File: config.mk
export PLATFORM = sky130hd
export DESIGN_NAME = datamemory_ctrl
export DESIGN_NICKNAME = d
export VERILOG_FILES = /design/src/rtl/datamemory_pkg.sv /design/src/rtl/datamemory_ram.sv /design/src/rtl/datamemory_ctrl.sv
export SDC_FILE = /design/constraint.sdc
export NUM_CORES = 2
export LEC_CHECK = 0
export CAP_MARGIN = 20
export CELL_PAD_IN_SITES_DETAIL_PLACEMENT = 2
export CELL_PAD_IN_SITES_GLOBAL_PLACEMENT = 2
export CORE_UTILIZATION = 25
export CTS_CLUSTER_DIAMETER = 120
export DETAILED_ROUTE_END_ITERATION = 6
export GPL_TIMING_DRIVEN = 1
export PLACE_DENSITY = 0.5
export SLEW_MARGIN = 20
export SYNTH_ARGS = -nofsm -noshare
export SYNTH_HDL_FRONTEND = slang
export SYNTH_SLANG_ARGS = --single-unit
File: constraint.sdc
create_clock -name clk -period 8.5 [get_ports clk]
set_input_delay 2.125 -clock clk [delete_from_list [all_inputs] [get_ports clk]]
set_output_delay 2.125 -clock clk [all_outputs]
set_load 0.03 [all_outputs]
File: src/rtl/datamemory_pkg.sv
// Shared types and address-split helpers for the byte-lane data memory.
package datamemory_pkg;

    typedef enum logic {
        CLEAR = 1'b0,
        IDLE  = 1'b1
    } state_t;

    localparam int BYTE_BITS = 8;
    localparam int DEF_ADDRESSWIDTH = 8;
    localparam int DEF_WIDTH = 16;

    function automatic int lanes_of(input int w);
        return w / BYTE_BITS;
    endfunction

    // Number of low address bits needed to select one of the byte lanes.
    function automatic int lanebits_of(input int w);
        int b;
        b = 0;
        for (int i = 0; i < 16; i++) begin
            if ((1 << b) < lanes_of(w)) begin
                b = b + 1;
            end
        end
        return b;
    endfunction

endpackage

File: src/rtl/datamemory_ram.sv
// Byte-lane synchronous RAM; registered read returns the merged post-write word.
module datamemory_ram #(
    parameter int width = 16,
    parameter int lanes = 2,
    parameter int idxw  = 7
) (
    input  logic             clk,
    input  logic             we,
    input  logic [lanes-1:0] byteEnable,
    input  logic [idxw-1:0]  index,
    input  logic [width-1:0] wdata,
    output logic [width-1:0] rdata
);

    logic [width-1:0] mem [2**idxw];
    logic [width-1:0] merged;

    always_comb begin
        merged = mem[index];
        for (int i = 0; i < lanes; i++) begin
            if (we && byteEnable[i]) begin
                merged[i*8 +: 8] = wdata[i*8 +: 8];
            end
        end
    end

    always_ff @(posedge clk) begin
        if (we) begin
            mem[index] <= merged;
        end
        rdata <= merged;
    end

endmodule

File: src/rtl/datamemory_ctrl.sv
// Data memory controller: post-reset clear, alignment check and 1-cycle responses.
module datamemory_ctrl
    import datamemory_pkg::*;
#(
    parameter int addresswidth = DEF_ADDRESSWIDTH,
    parameter int width        = DEF_WIDTH,
    parameter int align_check  = 1
) (
    input  logic                     clk,
    input  logic                     reset,
    input  logic                     req_valid,
    output logic                     req_ready,
    input  logic                     req_write,
    input  logic [addresswidth-1:0]  addressr,
    input  logic [width-1:0]         dataIn,
    input  logic [lanes_of(width)-1:0] byteEnable,
    output logic                     rsp_valid,
    output logic [width-1:0]         dataOut,
    output logic                     rsp_err,
    output logic                     busy
);

    localparam int lanes    = lanes_of(width);
    localparam int lanebits = lanebits_of(width);
    localparam int idxw     = addresswidth - lanebits;

    state_t state, state_n;
    logic [idxw-1:0]  cnt, cnt_n;
    logic             misaligned;
    logic             accept;
    logic             ram_we;
    logic [lanes-1:0] ram_be;
    logic [idxw-1:0]  ram_idx;
    logic [width-1:0] ram_wdata;
    logic [width-1:0] ram_rdata;
    logic [width-1:0] hold;

    generate
        if (align_check != 0 && lanebits > 0) begin : g_align
            assign misaligned = |addressr[lanebits-1:0];
        end else begin : g_noalign
            assign misaligned = 1'b0;
        end
    endgenerate

    assign req_ready = (state == IDLE);
    assign busy      = (state == CLEAR);
    assign accept    = req_valid & req_ready;

    always_comb begin
        state_n   = state;
        cnt_n     = cnt;
        ram_we    = 1'b0;
        ram_be    = byteEnable;
        ram_idx   = addressr[addresswidth-1:lanebits];
        ram_wdata = dataIn;
        unique case (state)
            CLEAR: begin
                ram_we    = 1'b1;
                ram_be    = '1;
                ram_idx   = cnt;
                ram_wdata = '0;
                cnt_n     = cnt + idxw'(1);
                if (cnt == {idxw{1'b1}}) begin
                    state_n = IDLE;
                end
            end
            IDLE: begin
                // A reset arriving with a request must not disturb memory.
                ram_we = accept & req_write & ~misaligned & ~reset;
            end
            default: state_n = CLEAR;
        endcase
    end

    always_ff @(posedge clk) begin
        if (reset) begin
            state     <= CLEAR;
            cnt       <= '0;
            rsp_valid <= 1'b0;
            rsp_err   <= 1'b0;
            hold      <= '0;
        end else begin
            state     <= state_n;
            cnt       <= cnt_n;
            rsp_valid <= accept;
            if (accept) begin
                rsp_err <= misaligned;
            end
            if (rsp_valid && !rsp_err) begin
                hold <= ram_rdata;
            end
        end
    end

    // Misaligned or idle cycles show the last good word, not the RAM port.
    assign dataOut = (rsp_valid && !rsp_err) ? ram_rdata : hold;

    datamemory_ram #(
        .width(width),
        .lanes(lanes),
        .idxw (idxw)
    ) u_ram (
        .clk       (clk),
        .we        (ram_we),
        .byteEnable(ram_be),
        .index     (ram_idx),
        .wdata     (ram_wdata),
        .rdata     (ram_rdata)
    );

endmodule

==> metrics.yaml <==
status: "finished, final reports clean"
cp_slowest_cell: "clkdlybuf4s50_1"
antenna_found_initial: 16
fin_area_um2: 94900
mostFrequentLayoutCell: "edfxtp_1"
cap_violations: 0
grt_overflow: 0
worstRegToRegCells: 9
die_height_um: 568
initial_core_util: 0.251
core.rowCount: 207
clkTransAtPathRegs_ns: 0.06
num_io_pins: 50
synth_area_um2: 80000
worst_slack_ns: 1.40
timing.final.crit_share: 0.836
area_delta_synth_final_pct: 18.6
numCtsBuffers: 232
tns_ns: 0
final_cell_mix: "2048 x edfxtp_1, 688 x nand2_1, 369 x a21oi_1"
cp-end-kind: "register"
crit_top_cell: "buf_4"
cp-start-kind: "primary input"
netlist_instances: 5016
cts_setup_buffers: 0
worst_pin_slew_ns: 1.24
drive_gt1_frac: 0.150
finalSetupViolCount: 0
drc_errors: 0
cp_max_fo: 129
max_stage_delay_ns: 0.77
gp_congestion: 0.759
grt_max_degree: 130
vias: 48500
skew_ns: 0.0935
routedWlPerCell_um: 31.9
avgSynthCellArea_um2: 16.0
ys_warn_count: 0
clk_path_buf_depth: 4
cpLargestDelayFamily: "buffers and inverters"
place_hpwl_mm: 182
seqCellArea_um2: 62300
synth-edff-count: 2048
yosys_register_bits: 2090
clkLatencyLatePin_ns: 0.92
fill_cells: 32500
htreeDepth: 4
fmax_mhz: 141
crit_chain: "clkdlybuf4s50_1 > mux2_8 > buf_4 > mux2i_1 > o22ai_1 > nor4_1 > buf_4 > nor3_1 > o21ai_0 > o211ai_1 > o221a_4 > buf_12"
core_area_um2: 318000
power_leakage_nw: 31.1
crit_buf_inv: 4
hp-start: "rsp_err$_SDFFE_PP0N_"
synth_cell_types: 81
crit_required_ns: 8.92
min_period_ns: 7.10
drt-initial-drc-count: 4161
hp-class: "reg2reg"
yosysSeqAreaShare: 0.779
power_density_nw_per_um2: 236
die_x_um: 568
port_buffers: 49
rrSetupSlack_ns: 2.62
slew_violations: 0
die_area_um2: 322000
met2_length_mm: 150
place_area_um2: 87500
hold_violations: 0
cts_resized: 0
ir_worst_vdd_uv: 157
wirelength_mm: 307
min_path_cells: 2
viasPerCell: 5.04
synth_nets: 5047
drt-met1-wl_mm: 137
place_ws_ns: 0.552
hold_buffers: 0
worstReg2RegEnd: "u_ram.mem[85][4]$_DFFE_PP_"
tritoncts: "built"
route.met3.wl_mm: 12.7
drtPass1Iterations: 7
cts-root-buf: "clkbuf_16"
cts.sinks: 2090
highest_layer: "met4"
rsz0062_at_grt: "no"
grt_pass1_wl_mm: 424
grt_pass1_vias: 50900
multi_input_area_um2: 16800
slew_headroom: 0.173
synth_async_sr_flop_share: 0
r2r_start: "req_ready$_SDFF_PP0_"
synth_flop_cell: "edfxtp_1"
grt_use_total: 0.186
min_to: "rsp_err$_SDFFE_PP0N_"
fin_nets: 5285
critical_path_class: "in2reg"
arrival_ns: 7.52
antenna_left: 0
area by class of cell:
class                   instances  share of cell area
diodes                          6            0.000158
clock buffers                 285              0.0646
clock inverters               132              0.0130
inverters                       2           0.0000791
multi-input cells            2598               0.177
flip-flops and latches       2090               0.657
well taps                    4180              0.0551
repair buffers                330              0.0332
cell families after synthesis:
family	share of synthesized area
flops	0.779
simple gates	0.0620
fa+ha+maj	0.000156
xor+xnor	0.000438
compound gates	0.0909
buf+inv	0.0229
mux	0.0446
per-stage QoR:
step           total power, W  hold slack (ns)  utilization  instances
4_1_cts                0.0226            0.491        0.298       9617
3_3_place_gp           0.0126            0.468        0.275       9198
3_5_place_dp           0.0126            0.478        0.275       9200
2_1_floorplan          0.0120            0.501            -       5016
5_1_grt                0.0230            0.517        0.298       9618
6_report               0.0224            0.482        0.298       9623
layer usage:
metal,track usage,up-vias
li1,-,20400
met1,0.253,26700
met2,0.316,1093
met3,0.0223,343
met4,0.0392,0
met5,0,-
registers in the layout (all words and copies together) (netlist names):
signal       flops
cnt              7
hold            16
req_ready        1
rsp_err          1
rsp_valid        1
u_ram.mem     2048
u_ram.rdata     16
power by group:
part / total (W) / internal (W) / leakage [nW] / switching (W)
sequential: 0.0112 / 0.0112 / 20.9 / 0.0000117
combinational: 0.00120 / 0.000342 / 6.57 / 0.000855
clock: 0.0100 / 0.00575 / 3.61 / 0.00426
total: 0.0224 / 0.0173 / 31.1 / 0.00512
how the worst max path moves through the flow:
| stage | endpoint | startpoint | depth (start not counted) |
|---|---|---|---|
| floorplan | u_ram.mem[0][7]$_DFFE_PP_ | addressr[1] | 10 |
| global placement | u_ram.mem[60][6]$_DFFE_PP_ | addressr[1] | 12 |
| detailed placement | u_ram.mem[59][6]$_DFFE_PP_ | addressr[1] | 12 |
| CTS | u_ram.mem[51][6]$_DFFE_PP_ | addressr[1] | 12 |
| global route | u_ram.mem[51][11]$_DFFE_PP_ | addressr[1] | 10 |
| finish | u_ram.mem[54][6]$_DFFE_PP_ | addressr[1] | 12 |
cells in the mapped netlist, types with 18 or more instances:
| cell | instances | share of area |
|---|---|---|
| a211oi_1 | 19 | 0.0018 |
| a21oi_1 | 370 | 0.023 |
| a221oi_1 | 88 | 0.0096 |
| a222oi_1 | 44 | 0.0055 |
| a22o_1 | 29 | 0.0032 |
| a22oi_1 | 161 | 0.015 |
| a31oi_1 | 18 | 0.0014 |
| buf_2 | 158 | 0.0099 |
| buf_4 | 44 | 0.0041 |
| buf_6 | 32 | 0.0045 |
| clkbuf_1 | 83 | 0.0039 |
| dfxtp_1 | 42 | 0.011 |
| edfxtp_1 | 2048 | 0.77 |
| mux2_2 | 23 | 0.0032 |
| mux2i_1 | 323 | 0.040 |
| nand2_1 | 698 | 0.033 |
| nand3_1 | 33 | 0.0021 |
| nand4_1 | 22 | 0.0017 |
| nor2_1 | 151 | 0.0071 |
| nor2b_1 | 19 | 0.0015 |
| nor3_1 | 29 | 0.0018 |
| nor4_1 | 116 | 0.0091 |
| o21ai_0 | 108 | 0.0068 |
| o22ai_1 | 174 | 0.014 |
tightest hold or removal path: cells and delay by family (launching register included):
kind	cells	cell delay, ns
flip-flops	1	0.32
AO/OA/AOI/OAI	1	0.05
AND/OR/NAND/NOR	1	0.06
(Power assumes the default switching activity.)
